[config.mk]
export PLATFORM = sky130hd
export DESIGN_NAME = calc_sequencer
export DESIGN_NICKNAME = d
export VERILOG_FILES = /design/src/rtl/calc_pkg.sv /design/src/rtl/bin2bcd_seq.sv /design/src/rtl/calc_sequencer.sv
export SDC_FILE = /design/constraint.sdc
export NUM_CORES = 1
export LEC_CHECK = 0
export BUFFER_PORTS_ARGS = -buffer_cell sky130_fd_sc_hd__buf_2
export CAP_MARGIN = 30
export CORE_MARGIN = 3
export CORE_UTILIZATION = 55
export DETAILED_ROUTE_END_ITERATION = 10
export PLACE_DENSITY = 0.76
export SETUP_SLACK_MARGIN = 0.5
export SLEW_MARGIN = 40
export SYNTH_ARGS = -nofsm -noshare
export SYNTH_HDL_FRONTEND = slang
export SYNTH_HIERARCHICAL = 1
export SYNTH_SLANG_ARGS = --single-unit
[constraint.sdc]
create_clock -name clk -period 3.5 [get_ports clk]
set_clock_uncertainty 0.1 [all_clocks]
set_input_delay 0.175 -clock clk [delete_from_list [all_inputs] [get_ports clk]]
set_output_delay 0.175 -clock clk [all_outputs]
set_load 0.02 [all_outputs]
[src/rtl/calc_pkg.sv]
// calc_pkg: shared operation/state encodings, widths and the BCD digit adjust helper
package calc_pkg;
    localparam int DATA_W = 14;
    localparam int BCD_W  = 16;
    typedef enum logic [1:0] {OP_ADD = 2'b00, OP_SUB = 2'b01, OP_MUL = 2'b10, OP_DIV = 2'b11} op_t;
    typedef enum logic [2:0] {S_IDLE, S_LOAD, S_EXEC, S_CONV, S_DONE} state_t;
    function automatic logic [3:0] bcd_adj(input logic [3:0] d);
        return d > 4'd4 ? d + 4'd3 : d;
    endfunction
endpackage

[src/rtl/bin2bcd_seq.sv]
// bin2bcd_seq: sequential double-dabble; the load edge performs the first of 14 shifts
// so the remaining 13 complete while the caller waits in its conversion state.
module bin2bcd_seq
    import calc_pkg::*;
(
    input  logic              clk,
    input  logic              rst,
    input  logic              load,
    input  logic [DATA_W-1:0] bin,
    output logic              done,
    output logic [BCD_W-1:0]  bcd
);
    logic [DATA_W-1:0] r_bin;
    logic [BCD_W-1:0]  r_bcd;
    logic [3:0]        r_cnt;
    logic [BCD_W-1:0]  w_adj;

    always_comb begin
        w_adj = {bcd_adj(r_bcd[15:12]), bcd_adj(r_bcd[11:8]), bcd_adj(r_bcd[7:4]), bcd_adj(r_bcd[3:0])};
    end

    always_ff @(posedge clk or posedge rst) begin
        if (rst) begin
            r_bin <= '0;
            r_bcd <= '0;
            r_cnt <= '0;
        end else if (load) begin
            r_bin <= {bin[DATA_W-2:0], 1'b0};
            r_bcd <= BCD_W'(bin[DATA_W-1]);
            r_cnt <= 4'(DATA_W - 1);
        end else if (r_cnt != 4'd0) begin
            {r_bcd, r_bin} <= {w_adj, r_bin} << 1;
            r_cnt <= r_cnt - 4'd1;
        end
    end

    assign done = r_cnt == 4'd0;
    assign bcd  = r_bcd;
endmodule

[src/rtl/calc_sequencer.sv]
// calc_sequencer: two-digit BCD add/sub/mul/div sequencer with BCD result.
// Divider present only when CALC_SEQ_DIV_EN is defined; otherwise op=11 reports err.
module calc_sequencer
    import calc_pkg::*;
(
    input  logic             clk,
    input  logic             rst,
    input  logic             start,
    input  logic [3:0]       a_tens,
    input  logic [3:0]       a_ones,
    input  logic [3:0]       b_tens,
    input  logic [3:0]       b_ones,
    input  logic [1:0]       op,
    output logic             busy,
    output logic             done,
    output logic [BCD_W-1:0] result_bcd,
    output logic             neg,
    output logic             err
);
    state_t            r_state, w_next;
    op_t               r_op;
    logic [3:0]        r_at, r_ao, r_bt, r_bo;
    logic [6:0]        r_a, r_b;
    logic [2:0]        r_cnt;
    logic [DATA_W-1:0] r_acc;
    logic              r_neg_nx, r_neg, r_err;
    logic [BCD_W-1:0]  r_result;
    logic [6:0]        w_a, w_b;
    logic              w_bad, w_fault, w_step_done, w_ge_ab, w_conv_load, w_conv_done;
    logic [DATA_W-1:0] w_mul_nx, w_div_res, w_res;
    logic [BCD_W-1:0]  w_bcd;
`ifdef CALC_SEQ_DIV_EN
    logic [6:0]        r_rem;
    logic [7:0]        w_sh;
    logic              w_ge;
`endif

    always_comb begin
        w_a         = {r_at, 3'b000} + {2'b00, r_at, 1'b0} + {3'b000, r_ao};
        w_b         = {r_bt, 3'b000} + {2'b00, r_bt, 1'b0} + {3'b000, r_bo};
        w_bad       = r_at > 4'd9 || r_ao > 4'd9 || r_bt > 4'd9 || r_bo > 4'd9;
        w_ge_ab     = r_a >= r_b;
        w_mul_nx    = r_acc + (r_b[0] ? DATA_W'(r_a) << r_cnt : '0);
`ifdef CALC_SEQ_DIV_EN
        w_sh        = {r_rem, r_a[6]};
        w_ge        = w_sh >= {1'b0, r_b};
        w_div_res   = DATA_W'({r_a[5:0], w_ge});
        w_fault     = r_op == OP_DIV && r_b == 7'd0;
`else
        w_div_res   = '0;
        w_fault     = r_op == OP_DIV;
`endif
        w_res       = r_op == OP_ADD ? DATA_W'(r_a) + DATA_W'(r_b)
                    : r_op == OP_SUB ? DATA_W'(w_ge_ab ? r_a - r_b : r_b - r_a)
                    : r_op == OP_MUL ? w_mul_nx : w_div_res;
        w_step_done = r_op == OP_ADD || r_op == OP_SUB || r_cnt == 3'd6;
        w_conv_load = r_state == S_EXEC && !w_fault && w_step_done;
    end

    always_ff @(posedge clk or posedge rst) begin
        if (rst) r_state <= S_IDLE;
        else     r_state <= w_next;
    end

    always_comb begin
        w_next = r_state;
        unique case (r_state)
            S_IDLE:  w_next = start ? S_LOAD : S_IDLE;
            S_LOAD:  w_next = w_bad ? S_DONE : S_EXEC;
            S_EXEC:  w_next = w_fault ? S_DONE : (w_step_done ? S_CONV : S_EXEC);
            S_CONV:  w_next = w_conv_done ? S_DONE : S_CONV;
            default: w_next = S_IDLE;
        endcase
        busy = r_state == S_LOAD || r_state == S_EXEC || r_state == S_CONV;
        done = r_state == S_DONE;
    end

    always_ff @(posedge clk or posedge rst) begin
        if (rst) begin
            r_op     <= OP_ADD;
            {r_at, r_ao, r_bt, r_bo} <= '0;
            r_a      <= '0;
            r_b      <= '0;
            r_cnt    <= '0;
            r_acc    <= '0;
            r_neg_nx <= 1'b0;
            r_neg    <= 1'b0;
            r_err    <= 1'b0;
            r_result <= '0;
`ifdef CALC_SEQ_DIV_EN
            r_rem    <= '0;
`endif
        end else begin
            if (r_state == S_IDLE && start) begin
                r_op  <= op_t'(op);
                {r_at, r_ao, r_bt, r_bo} <= {a_tens, a_ones, b_tens, b_ones};
                r_err <= 1'b0;
                r_neg <= 1'b0;
            end
            if (r_state == S_LOAD) begin
                r_a      <= w_a;
                r_b      <= w_b;
                r_acc    <= '0;
                r_cnt    <= '0;
                r_neg_nx <= 1'b0;
`ifdef CALC_SEQ_DIV_EN
                r_rem    <= '0;
`endif
                if (w_bad) begin
                    r_err    <= 1'b1;
                    r_result <= '0;
                end
            end
            if (r_state == S_EXEC) begin
                r_cnt    <= r_cnt + 3'd1;
                r_neg_nx <= r_op == OP_SUB && !w_ge_ab;
                // multiplier bits are consumed LSB-first by shifting b down
                if (r_op == OP_MUL) begin
                    r_acc <= w_mul_nx;
                    r_b   <= r_b >> 1;
                end
`ifdef CALC_SEQ_DIV_EN
                if (r_op == OP_DIV) begin
                    r_a   <= {r_a[5:0], w_ge};
                    r_rem <= 7'(w_ge ? w_sh - {1'b0, r_b} : w_sh);
                end
`endif
                if (w_fault) begin
                    r_err    <= 1'b1;
                    r_result <= '0;
                end
            end
            if (r_state == S_CONV && w_conv_done) begin
                r_result <= w_bcd;
                r_neg    <= r_neg_nx;
            end
        end
    end

    bin2bcd_seq u_b2b (
        .clk  (clk),
        .rst  (rst),
        .load (w_conv_load),
        .bin  (w_res),
        .done (w_conv_done),
        .bcd  (w_bcd)
    );

    assign result_bcd = r_result;
    assign neg        = r_neg;
    assign err        = r_err;
endmodule

---- After elaboration in Yosys (flattened, before gate mapping) ----
Cells that the tools add are included.
W data, S select, Z words.
storage, ports and cells
  register bits after elaboration ......... 105
  latch bits .............................. 0
  RAM bits ................................ 0
  bits in read-only memories .............. 0
  memories ................................ 0
cells by class
  add/subtract/negate cells ............... 14
  multipliers ............................. 0
  divide/modulo/power cells ............... 0
  $lt $le $gt $ge ......................... 9
  eq/ne operators ......................... 8
  shift-type cells ........................ 1
  muxes and demuxes ....................... 43
  bitwise gates (word level) .............. 0
  reduce and logical (&&, ||, !) cells .... 21
operators by type and width
  operator               count
  $mux W14               10
  $mux W16               7
  $mux W7                3
  $mux W4                5
  $mux W3                6
  $gt A4 B3 Y1 const B   4
  $gt A4 B4 Y1 const B   4
  $sub A7 B7 Y8          2
  $add A14 B14 Y14       1
  $add A7 B4 Y7          2
  $add A7 B5 Y7          2
  $shl A7 B3 Y14         1
  $add A4 B2 Y4 const B  3
  $pmux W3 S4            1
  $mux W1                11
  $add A7 B7 Y8          1
  $ge A7 B7 Y1           1
  $logic_or A1 B1 Y1     7
  $eq A3 B2 Y1 const B   2
  $eq A3 B3 Y1 const B   2
  $reduce_bool A2 Y1     3
  $logic_and A1 B1 Y1    5
  $eq A2 B2 Y1 const B   2
  $logic_not A4 Y1       1
  other kinds (9)        10

---- Depth between registers and ports, before layout ----
Gate-level depths: netlist of run 1.
  depth after elaboration ................. 9
  mapped depth ............................ 16

---- Hierarchy ----
Netlist of run 1, hierarchy kept.
by module, submodules not included
  module          instances  cells each  area an instance (µm²)  sequential area each (µm²)
  calc_sequencer  1          538         5048.6                  1776.7
  bin2bcd_seq     1          183         1752.9                  825.8

---- Worst setup path after synthesis of run 1 ----
Ideal clock, no wire load.
  kind .................................... flip-flop to flip-flop
  start ................................... register r_cnt[0] (netlist name)
  end ..................................... register u_b2b.r_bin[13]
  setup time .............................. 0.132 ns
  arrival time ............................ 3.066 ns
  data required time ...................... 3.268 ns
  path slack .............................. 0.202 ns
  cell stages (with the launch flop) ...... 15
  buffers on the path ..................... 2
  cells stage by stage .................... dfrtp_1 -> clkbuf_1 -> clkbuf_1 -> nor4_1 -> ha_1 -> fa_1 -> a21o_1 -> a21o_1 -> a211oi_1 -> o31ai_1 -> a311oi_1 -> xor2_1 -> o21bai_1 -> nand2_1 -> o21ai_1
RTL lines
  element                 line               RTL
  end signal: assignment  bin2bcd_seq.sv:28  r_bin <= {bin[DATA_W-2:0], 1'b0};
  end signal: assignment  bin2bcd_seq.sv:32  {r_bcd, r_bin} <= {w_adj, r_bin} << 1;
  end: declaration        bin2bcd_seq.sv:13  logic [DATA_W-1:0] r_bin;

==> results of run 1 <==
-- metal layers --
| metal | vias up | part of all wire | global-route usage |
|---|---|---|---|
| met5 | - | 0 | 0 |
| met2 | 157 | 0.51 | 0.444 |
| met1 | 2804 | 0.43 | 0.337 |
| met3 | 33 | 0.042 | 0.0560 |
| met4 | 0 | 0.021 | 0.0803 |
| li1 | 2703 | - | - |
-- Yosys cell counts, drive strengths merged, types with 3 or more instances --
cell type,number,area (µm²)
xnor2,18,158
mux2,19,214
o31ai,5,37.5
nand3,24,120
nand2,72,270
a211oi,12,105
mux2i,21,210
nor2,42,168
and2,3,20.0
clkbuf,29,129
nand3b,3,22.5
o21bai,13,97.6
or3,6,37.5
nand2b,5,31.3
a21oi,52,272
a31oi,4,25.0
a22o,17,149
inv,43,164
buf,7,66.3
or3b,3,26.3
nor3,8,40.0
o211ai,3,22.5
a21o,13,97.6
o21ai,79,410
xor2,11,96.3
fa,8,160
ha,55,688
nor2b,13,81.3
dfrtp,104,2600
-- logic make-up after synthesis --
family | after synthesis | synth area share
compound gates | 215 | 0.206
simple gates | 191 | 0.134
flops | 104 | 0.383
buf+inv | 79 | 0.0528
fa+ha+maj | 63 | 0.125
mux | 40 | 0.0624
xor+xnor | 29 | 0.0373
-- registers in the layout, indices dropped and copies added, names as in the netlist --
register,cells
r_at,4
r_acc,14
u_b2b/bcd,16
u_b2b/r_bin,13
u_b2b/r_cnt,4
r_cnt,3
r_a,7
neg,1
r_neg_nx,1
r_b,7
result_bcd,16
r_bo,4
r_ao,4
r_op,2
r_state,3
err,1
r_bt,4
-- timing repair --
| action | CTS | global route |
|---|---|---|
| setup endpoints to repair | 15 | 17 |
| buffers inserted | 13 | 14 |
| pin swaps | 12 | 26 |
| hold endpoints to repair | 102 | 0 |
| hold buffers | 19 | 0 |
| gates resized for setup | 17 | 53 |
-- worst reg2reg max path, cell delays in order (launching register included) --
cell and delay, ns:
dfrtp_2 0.44, mux2i_2 0.25, nor2_1 0.06, a31oi_1 0.21
nor2_1 0.07, ha_1 0.31, a21o_1 0.17, a21o_1 0.21
a211oi_4 0.28, o31ai_2 0.14, a311oi_2 0.27, xor2_1 0.20
o21bai_1 0.08, nand2_1 0.07, o21ai_1 0.08
-- worst max path at each step --
stage	startpoint	end	slack [ns]	cells past startpoint
after floorplan	r_cnt[0]$_DFFE_PP0P_	u_b2b/r_bin[13]$_DFFE_PP0P_	0.47	14
after global placement	r_cnt[1]$_DFFE_PP0P_	u_b2b/bcd[0]$_DFFE_PP0P_	0.25	15
after detailed placement	r_cnt[1]$_DFFE_PP0P_	u_b2b/r_bin[13]$_DFFE_PP0P_	0.16	14
after CTS	r_cnt[1]$_DFFE_PP0P_	u_b2b/r_bin[13]$_DFFE_PP0P_	0.47	14
after global routing	r_cnt[1]$_DFFE_PP0P_	u_b2b/r_bin[13]$_DFFE_PP0P_	0.17	14
final	r_cnt[1]$_DFFE_PP0P_	u_b2b/r_bin[13]$_DFFE_PP0P_	0.40	14
-- through the flow --
| stage | hold slack, ns | cells | area (µm²) | power (mW) |
|---|---|---|---|---|
| after global routing | 0.260 | 971 | 8170 | 8.47 |
| after detailed placement | 0.223 | 909 | 7200 | 6.33 |
| after global placement | 0.196 | 909 | 7200 | 6.15 |
| after floorplan | 0.204 | 721 | 6820 | 5.31 |
| after CTS | 0.241 | 957 | 7840 | 7.53 |
| final | 0.248 | 971 | 8170 | 7.86 |
-- report_power, final --
group	internal [mW]	switching, mW	leakage (nW)
sequential	1.62	0.539	1.33
combinational	2.13	2.54	2.39
clock	0.567	0.480	0.143
total	4.31	3.55	3.86
-- area by class of cell --
type                    count  share of cell area
inverters                  43              0.0204
multi-input cells         538               0.505
well taps                 164              0.0251
clock buffers              10              0.0280
flip-flops and latches    104               0.320
repair buffers            106              0.0924
clock inverters             6             0.00935
==> run_results.csv, run 1 <==
group,metric,value,unit
routing,first_pass_iters,6,
global_routing,antenna_found_initial,0,
clocking,tritoncts,"yes",
clocking,clkLatencyLatePin,0.36,ns
layout,utilization,0.694,
logic_synthesis,avgSynthCellArea,9.43,µm²
layout,drive_gt1_frac,0.250,
worst_setup_path,crit_required,3.61,ns
place,dp_hpwl,12100,µm
sta,max_freq,0.323,GHz
logic_synthesis,synth_cell_type_count,63,
worst_setup_path,r2r-end,"u_b2b/r_bin[13]$_DFFE_PP0P_",
logic_synthesis,ys_warn_count,6,
sta,fin_crit_sh,0.886,
layout,n_antenna_cell,0,
place,io_buffers,40,
global_routing,grt_max_degree,53,
sta,finalSetupViolations,0,
global_routing,grt_pass1_wl,27900,µm
worst_setup_path,crit_slowest_cell,"dfrtp_2",
layout,multi_input_area,4120,µm²
worst_hold_path,whs_path_depth,3,
clocking,cts-htree-levels,3,
global_routing,grt_pass1_vias,5498,
worst_setup_path,r2r_cells,14,
worst_setup_path,cp_slowest_stage_delay,0.44,ns
worst_setup_path,worst_setup_path_start_kind,"flop",
power_and_ir_drop,p_leak,3.86,nW
worst_setup_path,end_kind,"flop",
flow_run,maxCapViolCount,0,
routing,wirelength,17700,µm
worst_setup_path,worstReg2RegStart,"r_cnt[1]$_DFFE_PP0P_",
worst_hold_path,min_from,"start",
routing,vias,5697,
layout,nets,886,
worst_setup_path,cp.arrival,3.21,ns
worst_hold_path,hp-class,"input port to flop",
sta,slew_viol_final,0,
layout,register_area,2610,µm²
logic_synthesis,yosysSeqAreaShare,0.383,
sta,rsz0062_at_grt,"yes",
sta,final.min_clock_period,3.10,ns
sta,finalSetupTns,0,ns
routing,drtIter0Drc,445,
worst_setup_path,cp_max_fo,7,
power_and_ir_drop,ir_drop,0.620,mV
worst_hold_path,hold_end,"r_op[1]$_DFFE_PP0P_",
routing,ant_nets,0,
floorplan,dieWidth,117,µm
clocking,clkTransAtPathRegs,0.07,ns
logic_synthesis,synth_fp_nets,805,
floorplan,die_h,117,µm
floorplan,ioPinCount,41,
worst_setup_path,path_cells,"mux2i_2 > nor2_1 > a31oi_1 > nor2_1 > ha_1 > a21o_1 > a21o_1 > a211oi_4 > o31ai_2 > a311oi_2 > xor2_1 > o21bai_1 > nand2_1 > o21ai_1",
logic_synthesis,syn_inst,721,
logic_synthesis,yosys_most_used_dff,"dfrtp_1",
worst_setup_path,crit_type,"flop to flop",
floorplan,initial_core_util,0.578,
layout,area_growth,20.1,%
global_routing,grtUsageTotal,0.262,
worst_setup_path,r2r_slack,0.40,ns
sta,worst_pin_slew,0.716,ns
sta,worst_slack,0.400,ns
worst_setup_path,cp_num_buf_inv,0,
floorplan,die_area,13700,µm²
clocking,cts_root_buf,"clkbuf_16",
clocking,clock_sinks,104,
floorplan,core.rowCount,39,
clocking,cts_buffers,9,
power_and_ir_drop,power_density,963,nW/µm²
clocking,clockBufferDepth,2,
place,place_ws,0.160,ns
layout,final_cell_mix,"dfrtp_1 (95), nand2_1 (69), o21ai_0 (59)",
place,gp_congestion,0.911,
logic_synthesis,syn_area,6800,µm²
layout,nFillCells,855,
logic_synthesis,synth_edf_count,0,
worst_setup_path,cpLargestDelayFamily,"compound AO/OA/AOI/OAI gates",
layout,final_common_cell,"dfrtp_1",
routing,routed_via_density,5.87,
logic_synthesis,async_reset_ff_frac,1.00,
sta,relSlewSlack,0.520,
logic_synthesis,ys_ff_latch,104,
sta,hold_violations,0,
floorplan,core_area,11800,µm²
global_routing,overflow,0,
routing,routedWlPerCell,18.2,µm
routing,post-route-drc-count,0,
outcome,outcome,"complete, no violations",
Power figures use the tool's default switching activity.
==> inputs of run 2 (changes only) <==
Settings changed: CORE_UTILIZATION 55 to 30, PLACE_DENSITY 0.76 to not set, PLACE_DENSITY_LB_ADDON set to 0.05.
==> run 2 against run 1 <==
Non-clock buffer count is 1 lower; clock power about the same; first-iteration DRC count is 31% lower; critical path depth rose by 1; die area rose by 78%; sequential power is essentially flat; power is 0.31% higher; sequential share of layout area down 0.45 points; utilization down 32 points; worst hold slack better by 0.016 ns; final cell count up 12%; flip-flop and latch count did not move; largest cell class unchanged.
==> run_results.csv, run 2 (synthesis results as in run 1) <==
group,metric,value,unit
routing,routedWlPerCell,17.3,µm
worst_setup_path,end_kind,"flop",
worst_setup_path,cp_max_fo,6,
power_and_ir_drop,comb_power_share,0.595,
worst_hold_path,hp-class,"input port to flop",
routing,drtIter0Drc,305,
sta,rsz0062_at_grt,"yes",
sta,finalSetupViolations,0,
power_and_ir_drop,p_switching,3.62,mW
worst_setup_path,crit_slowest_cell,"dfrtp_2",
layout,nets,885,
floorplan,ioPinCount,41,
global_routing,overflow,0,
global_routing,grt_pass1_vias,5663,
global_routing,grt_max_degree,49,
place,dp_hpwl,13600,µm
power_and_ir_drop,switching_share,0.459,
sta,finalSetupTns,0,ns
layout,final_cell_mix,"dfrtp_1 (97), nand2_1 (70), o21ai_0 (59)",
global_routing,grt_pass1_wl,30800,µm
routing,post-route-drc-count,0,
layout,n_antenna_cell,0,
sta,worst_pin_slew,0.578,ns
routing,ant_nets,0,
routing,vias,5480,
layout,drive_gt1_frac,0.248,
worst_setup_path,cp.arrival,3.23,ns
global_routing,antenna_found_initial,0,
floorplan,core.rowCount,54,
layout,area_growth,21.6,%
routing,routed_via_density,5.05,
outcome,outcome,"complete, no violations",
power_and_ir_drop,p_int,4.27,mW
clocking,clock_sinks,104,
worst_setup_path,cp_slowest_stage_delay,0.47,ns
sta,fin_crit_sh,0.885,
worst_setup_path,crit_required,3.63,ns
worst_setup_path,crit_type,"flop to flop",
floorplan,die_area,24500,µm²
clocking,clockBufferDepth,2,
floorplan,die_h,157,µm
sta,max_freq,0.323,GHz
clocking,cts-htree-levels,3,
place,gp_congestion,0.857,
routing,wirelength,18800,µm
layout,final_common_cell,"dfrtp_1",
sta,slew_viol_final,0,
power_and_ir_drop,ir_drop,0.402,mV
global_routing,grtUsageTotal,0.159,
sta,relSlewSlack,0.615,
routing,first_pass_iters,4,
clocking,clkTransAtPathRegs,0.08,ns
sta,final.min_clock_period,3.10,ns
clocking,cts_buffers,9,
worst_setup_path,cp_common_cell,"a21oi_2",
power_and_ir_drop,seqPwrFrac,0.271,
power_and_ir_drop,clockPowerShare,0.133,
worst_setup_path,worst_setup_path_start_kind,"flop",
sta,hold_violations,0,
floorplan,core_area,22000,µm²
clocking,tritoncts,"yes",
floorplan,initial_core_util,0.309,
floorplan,dieWidth,157,µm
power_and_ir_drop,power_density,954,nW/µm²
clocking,clkLatencyLatePin,0.36,ns
place,io_buffers,40,
worst_setup_path,path_cells,"buf_6 > mux2i_4 > a21oi_2 > nor2_2 > a211oi_4 > ha_4 > a21o_1 > a21oi_2 > nor2b_2 > a311oi_4 > buf_4 > xor2_1 > o21bai_1 > nand2_1 > o21ai_1",
flow_run,maxCapViolCount,0,
power_and_ir_drop,p_leak,3.84,nW
clocking,cts_root_buf,"clkbuf_16",
layout,utilization,0.376,
## run 2: critical path: cells and delay by family (launching register included)
family | cells | cell delay, ns
XOR/XNOR | 1 | 0.21
buffers and inverters | 2 | 0.34
AND/OR/NAND/NOR | 3 | 0.23
flip-flops | 1 | 0.47
adder cells (fa/ha/maj) | 1 | 0.24
AO/OA/AOI/OAI | 7 | 1.20
multiplexers | 1 | 0.19
## run 2: stage by stage
step / power, mW / area [µm²] / hold WS [ns] / cells / setup slack (ns)
2_1_floorplan: 5.31 / 6820 / 0.204 / 721 / 0.474
3_3_place_gp: 6.44 / 7350 / 0.269 / 1026 / 0.157
3_5_place_dp: 6.46 / 7350 / 0.169 / 1026 / 0.105
4_1_cts: 7.79 / 8060 / 0.257 / 1074 / 0.498
5_1_grt: 8.61 / 8270 / 0.269 / 1086 / 0.275
6_report: 7.89 / 8270 / 0.264 / 1086 / 0.401
## run 2: path summary, 6_finish.rpt
check,start,to,slack [ns],cells after the start
min in group asynchronous,rst,u_b2b/bcd[3]$_DFFE_PP0P_,0.33,3
max in group asynchronous,rst,r_a[1]$_DFFE_PP0P_,2.02,4
worst min register to register,r_ao[0]$_DFFE_PP0P_,r_a[0]$_DFFE_PP0P_,0.39,2
worst max-delay path,r_cnt[1]$_DFFE_PP0P_,u_b2b/r_bin[10]$_DFFE_PP0P_,0.40,15
worst max register to register,r_cnt[1]$_DFFE_PP0P_,u_b2b/r_bin[10]$_DFFE_PP0P_,0.40,15
worst min-delay path,start,r_op[1]$_DFFE_PP0P_,0.26,3
## run 2: area by class of cell
class / count / area [µm²]
inverters: 43 / 166
fillers: 2202 / 13800
clock inverters: 6 / 58.8
multi-input cells: 538 / 4100
well taps: 280 / 350
flip-flops and latches: 104 / 2610
repair buffers: 105 / 743
clock buffers: 10 / 239
## run 2: power groups by stage
| stage | logic [mW] | registers (mW) | clock network (mW) |
|---|---|---|---|
| after CTS | 4.55 | 2.15 | 1.09 |
| after detailed placement | 4.29 | 2.16 | 0 |
| after floorplan | 3.36 | 1.96 | 0 |
| after global routing | 5.25 | 2.22 | 1.14 |
| final | 4.70 | 2.14 | 1.05 |
| after global placement | 4.29 | 2.15 | 0 |
## run 2: layer usage
metal | part of all wire | track usage | wire (µm) | vias to the layer above
met2 | 0.48 | 0.264 | 9070 | 68
met5 | 0 | 0 | 0 | -
met4 | 0.011 | 0.0388 | 208 | 0
li1 | - | - | - | 2707
met3 | 0.020 | 0.0205 | 384 | 13
met1 | 0.49 | 0.221 | 9170 | 2692
## run 2: timing repair
item	4_1_cts	5_1_grt
hold buffers	19	0
endpoints found under the hold margin	81	0
buffers inserted	13	12
gates resized for setup	42	26
setup endpoints to repair	15	14
pin swaps	19	18
